==> config.mk <==
export PLATFORM = sky130hd
export DESIGN_NAME = vga_vert_ctrl_flat
export DESIGN_NICKNAME = d
export VERILOG_FILES = /design/src/rtl/vga_vert_if.sv /design/src/rtl/vga_vert_ctrl.sv /design/src/flat_wrapper.sv
export SDC_FILE = /design/constraint.sdc
export NUM_CORES = 1
export LEC_CHECK = 0
export BUFFER_PORTS_ARGS = -buffer_cell sky130_fd_sc_hd__buf_4
export CAP_MARGIN = 5
export CELL_PAD_IN_SITES_DETAIL_PLACEMENT = 1
export CELL_PAD_IN_SITES_GLOBAL_PLACEMENT = 1
export CORE_AREA = 2 2 70 72
export DETAILED_ROUTE_END_ITERATION = 10
export DIE_AREA = 0 0 72 74
export PLACE_DENSITY = 0.86
export SLEW_MARGIN = 15
export SYNTH_ARGS = -nofsm -noshare
export SYNTH_HDL_FRONTEND = slang
export SYNTH_SLANG_ARGS = --single-unit
==> constraint.sdc <==
create_clock -name clk -period 2.6 [get_ports clk]
set_input_delay 0.26 -clock clk [delete_from_list [all_inputs] [get_ports clk]]
set_output_delay 0.26 -clock clk [all_outputs]
set_load 0.01 [all_outputs]
==> src/rtl/vga_vert_if.sv <==
// vga_vert_if
// Groups the signals between the horizontal counter / renderer side and the
// vertical timing stage.
//   hcnt        : 11-bit horizontal count from the horizontal counter
//   hsync_in    : horizontal sync from the horizontal counter, active low
//   hsync       : hsync_in delayed one cycle, aligned with the other outputs
//   vsync       : vertical sync, active low
//   active      : high during visible pixels
//   x, y        : pixel column / row, zero outside the visible area
//   frame_start : one-cycle pulse at line 0, hcnt 0
//   frame_cnt   : completed-frame counter, wraps 255 -> 0
// The master modport is the upstream/downstream side; the slave modport is
// the vertical controller itself.
interface vga_vert_if;
  logic [10:0] hcnt;
  logic        hsync_in;
  logic        hsync;
  logic        vsync;
  logic        active;
  logic [9:0]  x;
  logic [8:0]  y;
  logic        frame_start;
  logic [7:0]  frame_cnt;

  modport master (
    output hcnt, hsync_in,
    input  hsync, vsync, active, x, y, frame_start, frame_cnt
  );

  modport slave (
    input  hcnt, hsync_in,
    output hsync, vsync, active, x, y, frame_start, frame_cnt
  );
endinterface

==> src/rtl/vga_vert_ctrl.sv <==
// vga_vert_ctrl
// Vertical timing and pixel-coordinate stage sitting directly after the
// horizontal counter. Keeps the line counter, decodes vertical sync and the
// visible window, produces pixel coordinates, a frame-start pulse and a
// completed-frame counter. Every output is a registered decode of the current
// hcnt and the current (pre-update) line count, so all of them appear exactly
// one cycle after the inputs and stay mutually aligned.
// Ports:
//   clk : pixel clock, shared with the horizontal counter
//   rst : synchronous reset, active high, overrides everything
//   vif : vga_vert_if slave modport (hcnt/hsync_in in, timing outputs out)
module vga_vert_ctrl #(
  parameter int H_LAST       = 1089,
  parameter int H_ACT_START  = 256,
  parameter int H_ACT_END    = 1055,
  parameter int V_LAST       = 524,
  parameter int V_ACT_END    = 479,
  parameter int V_SYNC_START = 490,
  parameter int V_SYNC_END   = 491
) (
  input logic       clk,
  input logic       rst,
  vga_vert_if.slave vif
);

  // Width-matched copies of the timing constants.
  localparam logic [10:0] HLast     = 11'(H_LAST);
  localparam logic [10:0] HActStart = 11'(H_ACT_START);
  localparam logic [10:0] HActEnd   = 11'(H_ACT_END);
  localparam logic [9:0]  VLast     = 10'(V_LAST);
  localparam logic [9:0]  VActEnd   = 10'(V_ACT_END);
  localparam logic [9:0]  VSyncBeg  = 10'(V_SYNC_START);
  localparam logic [9:0]  VSyncEnd  = 10'(V_SYNC_END);

  logic [9:0] vcnt_q,        vcnt_d;
  logic       hsync_q,       hsync_d;
  logic       vsync_q,       vsync_d;
  logic       active_q,      active_d;
  logic [9:0] x_q,           x_d;
  logic [8:0] y_q,           y_d;
  logic       frame_start_q, frame_start_d;
  logic [7:0] frame_cnt_q,   frame_cnt_d;

  logic line_end;
  logic frame_end;
  logic hact;
  logic vact;

  // Next-state decode. Everything is derived from hcnt and the line count as
  // it stands this cycle; the new line count only becomes visible in the
  // decode one edge later. An out-of-range hcnt (upstream counter not yet
  // reset) is neither a line end nor inside the visible window, because both
  // checks are exact comparisons below H_LAST.
  always_comb begin
    line_end      = (vif.hcnt == HLast);
    frame_end     = line_end && (vcnt_q >= VLast);
    hact          = (vif.hcnt >= HActStart) && (vif.hcnt <= HActEnd);
    vact          = (vcnt_q <= VActEnd);

    vcnt_d        = vcnt_q;
    frame_cnt_d   = frame_cnt_q;
    if (line_end) begin
      // Values at or past the last line fold back to 0 so a corrupt count
      // recovers within one line.
      vcnt_d = frame_end ? 10'd0 : vcnt_q + 10'd1;
    end
    if (frame_end) begin
      frame_cnt_d = frame_cnt_q + 8'd1;
    end

    active_d      = hact && vact;
    x_d           = active_d ? 10'(vif.hcnt - HActStart) : 10'd0;
    y_d           = active_d ? vcnt_q[8:0] : 9'd0;
    vsync_d       = !((vcnt_q >= VSyncBeg) && (vcnt_q <= VSyncEnd));
    hsync_d       = vif.hsync_in;
    frame_start_d = (vcnt_q == 10'd0) && (vif.hcnt == 11'd0);
  end

  // State and output registers; reset parks the syncs inactive (high).
  always_ff @(posedge clk) begin
    if (rst) begin
      vcnt_q        <= 10'd0;
      hsync_q       <= 1'b1;
      vsync_q       <= 1'b1;
      active_q      <= 1'b0;
      x_q           <= 10'd0;
      y_q           <= 9'd0;
      frame_start_q <= 1'b0;
      frame_cnt_q   <= 8'd0;
    end else begin
      vcnt_q        <= vcnt_d;
      hsync_q       <= hsync_d;
      vsync_q       <= vsync_d;
      active_q      <= active_d;
      x_q           <= x_d;
      y_q           <= y_d;
      frame_start_q <= frame_start_d;
      frame_cnt_q   <= frame_cnt_d;
    end
  end

  assign vif.hsync       = hsync_q;
  assign vif.vsync       = vsync_q;
  assign vif.active      = active_q;
  assign vif.x           = x_q;
  assign vif.y           = y_q;
  assign vif.frame_start = frame_start_q;
  assign vif.frame_cnt   = frame_cnt_q;

endmodule
==> src/flat_wrapper.sv <==
// flat-port wrapper written by rule: the top's interface ports become plain ports
module vga_vert_ctrl_flat 
#(
  parameter int H_LAST       = 1089,
  parameter int H_ACT_START  = 256,
  parameter int H_ACT_END    = 1055,
  parameter int V_LAST       = 524,
  parameter int V_ACT_END    = 479,
  parameter int V_SYNC_START = 490,
  parameter int V_SYNC_END   = 491
)
  (clk, rst, vif_hcnt, vif_hsync_in, vif_hsync, vif_vsync, vif_active, vif_x, vif_y, vif_frame_start, vif_frame_cnt);
  vga_vert_if vif_i ();
  input logic clk;
  input logic rst;
  input wire logic [$bits(vif_i.hcnt)-1:0] vif_hcnt;
  input wire logic [$bits(vif_i.hsync_in)-1:0] vif_hsync_in;
  output wire logic [$bits(vif_i.hsync)-1:0] vif_hsync;
  output wire logic [$bits(vif_i.vsync)-1:0] vif_vsync;
  output wire logic [$bits(vif_i.active)-1:0] vif_active;
  output wire logic [$bits(vif_i.x)-1:0] vif_x;
  output wire logic [$bits(vif_i.y)-1:0] vif_y;
  output wire logic [$bits(vif_i.frame_start)-1:0] vif_frame_start;
  output wire logic [$bits(vif_i.frame_cnt)-1:0] vif_frame_cnt;
  assign vif_i.hcnt = vif_hcnt;
  assign vif_i.hsync_in = vif_hsync_in;
  assign vif_hsync = vif_i.hsync;
  assign vif_vsync = vif_i.vsync;
  assign vif_active = vif_i.active;
  assign vif_x = vif_i.x;
  assign vif_y = vif_i.y;
  assign vif_frame_start = vif_i.frame_start;
  assign vif_frame_cnt = vif_i.frame_cnt;
  vga_vert_ctrl #(.H_LAST(H_LAST), .H_ACT_START(H_ACT_START), .H_ACT_END(H_ACT_END), .V_LAST(V_LAST), .V_ACT_END(V_ACT_END), .V_SYNC_START(V_SYNC_START), .V_SYNC_END(V_SYNC_END)) u_core (.clk(clk), .rst(rst), .vif(vif_i));
endmodule
==> impl_metrics.tcl <==
set metrics [dict create \
    status "finished clean" \
    hold_path_depth 2 \
    rows 25 \
    dr.pass1.iters 4 \
    start_util_pct 37.1 \
    hpwl_mm 2.98 \
    core_um2 4600 \
    cts_buffer_depth 2 \
    die-height_um 74 \
    grt_usage_pct 16.2 \
    antenna-diode-count 0 \
    finalSetupViolCount 0 \
    synth_area_per_cell_um2 9.21 \
    seq_area_frac_synth_pct 48.2 \
    yosys_warnings 0 \
    crit_type "in2reg" \
    drv_slew 0 \
    ys_seq_elements 41 \
    die_w_um 72 \
    synth.most_common_cell "dfxtp_1" \
    netlist_instances 185 \
    ff2ff_path_depth 5 \
    p_total_uw 1190 \
    cts_tree "built" \
    clock_latency_ns 0.28 \
    yosys.area.top_type_share_pct 48.2 \
    finalCritPeriodShare_pct 84.2 \
    numCtsBuffers 5 \
    cp-start-kind "input port" \
    worstHoldPathType "in2reg" \
    worstPathMaxFanout 8 \
    syn_area_um2 1700 \
    rsz0062_at_grt "no" \
    cts.clk_slew.worst_paths_ns 0.07 \
    final-hold-violation-count 0 \
    grt_pass1_wl_mm 6.75 \
    h-tree-depth 2 \
    slew_headroom_pct 68.1 \
    critPathArrivalTime_ns 2.41 \
    root_buffer "clkbuf_8" \
    fin_skew_ns 0.00452 \
    synth-edff-count 0 \
    fmax_mhz 457 \
    place_congestion 0.746 \
    drt_iter0_drc 88 \
    p_per_area_nw_per_um2 546 \
    ioPinCount 45 \
    antenna_found_initial 0 \
    holdBufCountCts 0 \
    setup_tns_ns 0 \
    required_ns 2.82 \
    synth_commonest_cells "41 x dfxtp_1, 19 x and3_1, 15 x a21oi_1" \
    cts_sinks 41 \
    synth_nets 204 \
    maxCapViolations 0 \
    ys.flop_type "dfxtp_1" \
    end_kind "register" \
    grt_max_degree 24 \
    area_delta_synth_final_pct 28.2 \
    antenna_left 0 \
    synth.largest_area_cell "dfxtp_1" \
    fin_crit_ns 2.19 \
    whs_ns 0.159 \
    avgRoutedWirePerCell_um 14.3 \
    vias 1526 \
    ys_async_sr_fraction_pct 0 \
    vdd_drop_max_v 0.000198 \
    route.detailed.drc 0 \
    finalNetCount 247 \
    vias_per_cell 5.41 \
    routed_wl_mm 4.03 \
    post_synth_num_cell_types 32 \
    overflow 0 \
    cts_resized 0 \
    drive_gt1_share_pct 25.0 \
    grt_pass1_vias 1470 \
    p_leak_uw 0.000951 \
    fp.dieArea_um2 5330 \
    post-cts-setup-buffer-count 0 \
    synthTopCellsByArea "dfxtp_1 48%, and3_1 7.0%, a21oi_1 4.4%" \
    io_buffer_count 44 \
    tightest_slew_ns 0.479 \
]
## metrics by stage
step | cells | instance area [um2] | util [%] | worst slack, ns
3_3_place_gp | 275 | 2080 | 45.3 | 0.174
6_report | 282 | 2180 | 47.5 | 0.410
3_5_place_dp | 275 | 2080 | 45.3 | 0.119
2_1_floorplan | 185 | 1700 | - | 0.372
5_1_grt | 282 | 2180 | 47.5 | 0.345
4_1_cts | 282 | 2180 | 47.5 | 0.428
## layout make-up
type / instances / area [um2]
fillers: 517 / 2410
flip-flops and latches: 41 / 821
multi-input cells: 125 / 810
repair buffers: 47 / 353
clock buffers: 5 / 68.8
well taps: 54 / 67.6
clock inverters: 2 / 35.0
inverters: 8 / 30.0
## report_power, final
group          internal [uW]  total [uW]  leakage, uW  switching [uW]
combinational           34.9        73.2     0.000565            38.3
clock                    279         481    0.0000540             202
sequential               636         638     0.000332            2.10
total                    950        1190     0.000951             242
## worst max-delay path: stages
cell     delay [ns]
buf_4          0.12
or4_1          0.63
or4_1          0.70
or4_1          0.54
a21oi_1        0.15
## per-layer routing
layer  vias up  global-route usage [%]  routed length [um]
met1       723                    19.5                1860
met4         0                    5.03                  54
li1        766                       -                   -
met5         -                       0                   0
met3         5                    4.20                 172
met2        32                    28.6                1950
## logic make-up after synthesis
family,count (synthesis),synth area share [%]
AO/OA/AOI/OAI,36,13.1
adder cells (fa/ha/maj),5,3.67
buffers and inverters,19,4.33
flip-flops,41,48.2
AND/OR/NAND/NOR,80,28.6
multiplexers,1,0.587
XOR/XNOR,3,1.54
## layout by cell type, fill, tap and decap left out, drive strengths merged, types with 2 or more instances in the layout
cell    netlist  layout
and2          2       2
or4          10      10
inv           8       8
or2           2       2
nor3          4       4
nor2          6       6
and4          2       2
and3b         4       4
o41ai         2       2
xnor2         3       3
nand2         8       8
clkbuf        9       5
o31ai         7       7
dfxtp        41      41
a21oi        15      15
ha            5       5
nand4         3       3
buf           2      47
or3           9       9
o21ai         8       8
nor4          2       2
and3         19      19
nand3         6       6
## registers in the layout, summed over array words and instances (netlist names)
signal / count
u_core.vif.hsync: 1
u_core.vif.x: 10
u_core.vif.y: 9
u_core.vif.vsync: 1
u_core.vcnt_q: 10
u_core.vif.frame_cnt: 8
u_core.vif.active: 1
u_core.vif.frame_start: 1
## worst paths after layout
path,to,from,slack (ns)
worst max-delay path,u_core.vif.frame_cnt[7],vif_hcnt[1],0.41
worst min-delay path,u_core.vif.hsync,vif_hsync_in,0.16
worst max register to register,u_core.vif.frame_cnt[2],u_core.vcnt_q[6],0.88
worst min register to register,u_core.vif.frame_cnt[7],u_core.vif.frame_cnt[7],0.50
Power figures use the tool's default switching activity.
